[src/rtl/pong_collision.sv]
// Pong collision and scoring stage: evaluates wall/paddle/goal contacts on each
// frame tick, emits a one-cycle bounce code, tracks scores and game over.
module pong_collision #(
  parameter int unsigned SCREEN_X    = 640,
  parameter int unsigned SCREEN_Y    = 480,
  parameter int unsigned PADDLE_LX   = 16,
  parameter int unsigned PADDLE_RX   = 616,
  parameter int unsigned PADDLE_W    = 8,
  parameter int unsigned COOLDOWN    = 8,
  parameter int unsigned SERVE_DELAY = 60,
  parameter int unsigned WIN_SCORE   = 9
) (
  input  logic       clock,
  input  logic       reset,
  input  logic       tick,
  input  logic [9:0] ball_x,
  input  logic [9:0] ball_y,
  input  logic [7:0] ball_w,
  input  logic [7:0] ball_h,
  input  logic [9:0] lpad_y,
  input  logic [9:0] rpad_y,
  input  logic [7:0] pad_h,
  output logic [1:0] bounce,
  output logic [3:0] score_l,
  output logic [3:0] score_r,
  output logic       game_over,
  output logic [1:0] state
);

  localparam int unsigned EW = 11;
  localparam int unsigned CW = 8;
  localparam int unsigned SW = 4;

  localparam logic [EW-1:0] LPAD_L  = EW'(PADDLE_LX);
  localparam logic [EW-1:0] LPAD_R  = EW'(PADDLE_LX + PADDLE_W);
  localparam logic [EW-1:0] RPAD_L  = EW'(PADDLE_RX);
  localparam logic [EW-1:0] RPAD_R  = EW'(PADDLE_RX + PADDLE_W);
  localparam logic [CW-1:0] CNT_CD  = CW'(COOLDOWN);
  localparam logic [CW-1:0] CNT_SRV = CW'(SERVE_DELAY);
  localparam logic [SW-1:0] WIN     = SW'(WIN_SCORE);

  typedef enum logic [1:0] {
    ST_PLAY  = 2'b00,
    ST_COOL  = 2'b01,
    ST_SERVE = 2'b10,
    ST_OVER  = 2'b11
  } state_e;

  state_e        state_q;
  logic [CW-1:0] cnt_q;
  logic [1:0]    bounce_q;
  logic [SW-1:0] score_l_q;
  logic [SW-1:0] score_r_q;
  logic          game_over_q;

  // 11-bit edge sums so right/bottom edges never wrap
  logic [EW-1:0] ball_xr, ball_yb, lpad_yb, rpad_yb;
  assign ball_xr = EW'(ball_x) + EW'(ball_w);
  assign ball_yb = EW'(ball_y) + EW'(ball_h);
  assign lpad_yb = EW'(lpad_y) + EW'(pad_h);
  assign rpad_yb = EW'(rpad_y) + EW'(pad_h);

  logic wall_hit, lpad_hit, rpad_hit, pad_hit, goal_l, goal_r, goal_any;
  assign wall_hit = (ball_y == 10'd0) || (ball_yb >= EW'(SCREEN_Y));
  assign lpad_hit = (EW'(ball_y) < lpad_yb) && (ball_yb > EW'(lpad_y)) &&
                    (EW'(ball_x) < LPAD_R) && (ball_xr > LPAD_L);
  assign rpad_hit = (EW'(ball_y) < rpad_yb) && (ball_yb > EW'(rpad_y)) &&
                    (EW'(ball_x) < RPAD_R) && (ball_xr > RPAD_L);
  assign pad_hit  = lpad_hit || rpad_hit;
  assign goal_l   = ball_xr >= EW'(SCREEN_X);
  assign goal_r   = (ball_x == 10'd0) && !goal_l;
  assign goal_any = goal_l || goal_r;

  logic [SW-1:0] score_l_inc, score_r_inc;
  logic [CW-1:0] cnt_dec;
  logic          goal_wins;
  assign score_l_inc = score_l_q + SW'(1);
  assign score_r_inc = score_r_q + SW'(1);
  assign cnt_dec     = cnt_q - CW'(1);
  assign goal_wins   = goal_l ? (score_l_inc == WIN) : (score_r_inc == WIN);

  always_ff @(posedge clock) begin
    if (reset) begin
      state_q     <= ST_SERVE;
      cnt_q       <= CNT_SRV;
      bounce_q    <= 2'b00;
      score_l_q   <= '0;
      score_r_q   <= '0;
      game_over_q <= 1'b0;
    end else begin
      bounce_q <= 2'b00;
      if (tick) begin
        case (state_q)
          ST_PLAY, ST_COOL: begin
            if (goal_any) begin
              bounce_q <= 2'b11;
              if (goal_l) score_l_q <= score_l_inc;
              else        score_r_q <= score_r_inc;
              if (goal_wins) begin
                state_q     <= ST_OVER;
                game_over_q <= 1'b1;
              end else begin
                state_q <= ST_SERVE;
                cnt_q   <= CNT_SRV;
              end
            end else if (state_q == ST_PLAY) begin
              // paddle wins over wall at corners
              if (pad_hit || wall_hit) begin
                bounce_q <= pad_hit ? 2'b01 : 2'b10;
                state_q  <= ST_COOL;
                cnt_q    <= CNT_CD;
              end
            end else begin
              cnt_q <= cnt_dec;
              if (cnt_dec == '0) state_q <= ST_PLAY;
            end
          end
          ST_SERVE: begin
            cnt_q <= cnt_dec;
            if (cnt_dec == '0) state_q <= ST_PLAY;
          end
          default: ;
        endcase
      end
    end
  end

  assign bounce    = bounce_q;
  assign score_l   = score_l_q;
  assign score_r   = score_r_q;
  assign game_over = game_over_q;
  assign state     = state_q;

endmodule
[config.mk]
export PLATFORM = sky130hd
export DESIGN_NAME = pong_collision
export DESIGN_NICKNAME = d
export VERILOG_FILES = /design/src/rtl/pong_collision.sv
export SDC_FILE = /design/constraint.sdc
export NUM_CORES = 1
export LEC_CHECK = 0
export BUFFER_PORTS_ARGS = -buffer_cell sky130_fd_sc_hd__buf_2
export CAP_MARGIN = 0
export CORE_ASPECT_RATIO = 1.4
export CORE_MARGIN = 2
export CORE_UTILIZATION = 51
export DETAILED_ROUTE_END_ITERATION = 10
export PLACE_DENSITY = 0.78
export SLEW_MARGIN = 20
export SYNTH_ARGS = -nofsm -noshare
export SYNTH_HDL_FRONTEND = slang
export SYNTH_SLANG_ARGS = --single-unit
[constraint.sdc]
create_clock -name clock -period 3.8 [get_ports clock]
set_input_delay 0.38 -clock clock [delete_from_list [all_inputs] [get_ports clock]]
set_output_delay 0.38 -clock clock [all_outputs]
set_load 0.05 [all_outputs]
==> metrics.cfg <==
[outcome]
outcome=finished, violations left
failed_checks=negative setup slack

[sta]
setup_repair_after_global_routing_missed_its_margin=yes
setup_violations=6
final-hold-violation-count=0
slew_violations=0
timing.final.crit_share=1.02
post-route-min-period_ps=3870
max_freq_ghz=0.258
slew_headroom=0.609
tightest_slew_ps=581
pnr_worst_setup_slack_ps=-71.1
clock_skew_ps=2.82

[setup_path]
timing.critical_path.to_type=register
reg2reg_depth=10
timing_worst_setup_path_type=input port to register
arrival_ps=4030
cp-start-kind=input port
critical_path_required_ps=3960
timing.rr.start=score_l[0]$_SDFFE_PP0P_
worstReg2RegEnd=cnt_q[3]$_SDFFE_PP1P_
register_to_register_setup_slack_ps=1520
critical_path.max_fanout=7

[drt]
remaining_drc_errors=0
ant_nets=0
routed_wl_mm=10.8
detailroute.via_count=4105
drt_first_iter_violations=199
detailed_router_iteration_count_before_antenna_repair=5
via_per_instance_ratio=5.93
routedWlPerCell_microns=15.7

[clock_network]
worst_skew_late_latency_ps=260
clkSinkCount=21
cts_max_level=1
worst_setup_hold_path_clk_slew_ps=80
clk_path_buf_depth=2
cts_tree=done
cts-root-buf=clkbuf_8
numCtsBuffers=3

[synthesis]
synth_ff_type=dfxtp_1
syn_avg_cell_area_sq_um=7.73
synth.yosys.seq_area_share=0.113
post-synth-top-count-cell=ha_1
synthDominantCellAreaShare=0.248
ys_seq_elements=21
netlist_top_cells_count=74 x ha_1, 45 x nor2_1, 41 x a21oi_1, 37 x inv_1, 30 x o21ai_0
netlist.top_cell.by_area=ha_1
ys_warn_count=0
postSynthNetCount=627
yosysUniqueCellTypes=62
syn_inst=482
yosys-top-cells-area=ha_1 25%, dfxtp_1 11%, a21oi_1 5.5%
synth_edf_count=0
syn-cell-area_sq_um=3730
synth_async_reset_ratio=0

[placed_design]
hpwlAfterDp_mm=8.99
gp_routability_congestion=0.895
dpl_cell_area_sq_um=4490
numPortBuffers=79

[finish]
post-route-cell-area_sq_um=4610
area_growth_syn_to_layout_pct=23.7
antenna_cells_inserted=0
layout-drive-gt1-share=0.238
layout.nets=743

[grt]
largest_net_degree_at_the_start_of_global_routing=23
first_global_vias=3914
antenna_found_initial=0
grt_use_total=0.261
grt_first_pass_wirelength_mm=17.4
global_route.overflow_total=0

[die]
floorplan.die.width_microns=76.2
rows=36
area_of_the_die_sq_um=8020
die_height_microns=105
initial_core_util=0.530
io-pin-count=80
core-area_sq_um=7030

[hold_path]
holdPathStages=1
worst_hold_path_type=register to register
min_from=cnt_q[7]$_SDFFE_PP0P_
hold_crit_endpoint=cnt_q[7]$_SDFFE_PP0P_

[pwr]
p_total_uw=1030
vdd.ir_drop.worst_uv=138
power_per_cell_area_nw_per_um2=224
power.static_leakage_uw=0.00218

[run]
maxCapViolations=0

through the flow:
stage | setup TNS [ps] | hold slack, ps | cells | util | setup WS, ps
6_report | -245 | 479 | 692 | 0.656 | -71.1
5_1_grt | -1320 | 499 | 692 | 0.656 | -190
4_1_cts | 0 | 474 | 691 | 0.645 | 17.7
3_5_place_dp | -1600 | 456 | 687 | 0.639 | -247
3_3_place_gp | -1040 | 456 | 687 | 0.639 | -198
2_1_floorplan | -54.1 | 428 | 482 | - | -54.1
layer usage:
metal	global-route usage	share of wire	vias up
met3	0.0164	0.041	32
met1	0.278	0.39	1874
li1	-	-	2050
met5	0	0	-
met2	0.518	0.53	149
met4	0.109	0.038	0
logic make-up after synthesis:
logic type      Yosys count  synth area share
fa+ha+maj                78             0.270
xor+xnor                 36            0.0846
flops                    21             0.113
compound gates          144             0.253
simple gates            158             0.227
buf+inv                  43            0.0477
mux                       2           0.00537
worst max-delay path by stage:
| stage | startpoint | endpoint | slack [ps] | cells after the start |
|---|---|---|---|---|
| after floorplan | rpad_y[0] | cnt_q[0]$_SDFFE_PP0P_ | -50 | 17 |
| after global placement | rpad_y[0] | cnt_q[0]$_SDFFE_PP0P_ | -200 | 17 |
| after detailed placement | rpad_y[0] | cnt_q[0]$_SDFFE_PP0P_ | -250 | 17 |
| after CTS | rpad_y[0] | cnt_q[0]$_SDFFE_PP0P_ | 20 | 17 |
| after global routing | pad_h[0] | cnt_q[0]$_SDFFE_PP0P_ | -190 | 17 |
| final | pad_h[0] | cnt_q[0]$_SDFFE_PP0P_ | -70 | 17 |
sequential cells by signal, indices dropped and copies added, names as in the netlist:
register and count:
bounce 2, cnt_q 8, game_over 1, score_l 4, score_r 4, state 2
placed cells by master (no fill, tap or decap), types with 4 or more instances in the layout:
master    instances
or3_1             4
nor2b_1           6
buf_2            77
nor3b_1           4
nor3_1           12
dfxtp_1          21
nand3_1          10
buf_4            38
ha_1             73
a211oi_1         14
nand2b_1          8
nand2_1          25
nor2_1           45
xnor2_1          21
a21oi_1          38
inv_1            37
o21bai_1          7
o21ai_0          30
xor2_1           14
or4_1             7
nand4_1          10
a31oi_1           4
nor4_1            7
a21o_1            9
worst max-delay path, cell delays in order:
cell	delay (ps)
buf_8	100
ha_4	160
fa_2	400
a211oi_2	250
o21bai_1	130
or4_4	550
nand2_4	80
xnor2_2	60
ha_1	300
a21o_1	200
a21oi_2	120
a32oi_1	110
a221o_1	270
a211o_1	250
and3_4	200
or2_4	260
a31o_1	200
power breakdown:
group / leakage [uW] / switching (uW) / internal (uW)
Combinational: 0.00199 / 348 / 305
Sequential: 0.000170 / 7.02 / 225
Clock: 0.0000255 / 73.4 / 73.1
area by class of cell:
type,count,area [sq um]
Fill cell,617,2420
Multi-Input combinational cell,418,3190
Clock inverter,1,5.00
Tap cell,95,119
Sequential cell,21,420
Inverter,37,139
Clock buffer,3,41.3
Timing Repair Buffer,117,697
repair_timing:
action                     4_1_cts  5_1_grt
buffers inserted                 0        1
setup endpoints to repair        0       10
resized for setup                0       17
hold buffers                     0        0
(Power assumes the default switching activity.)
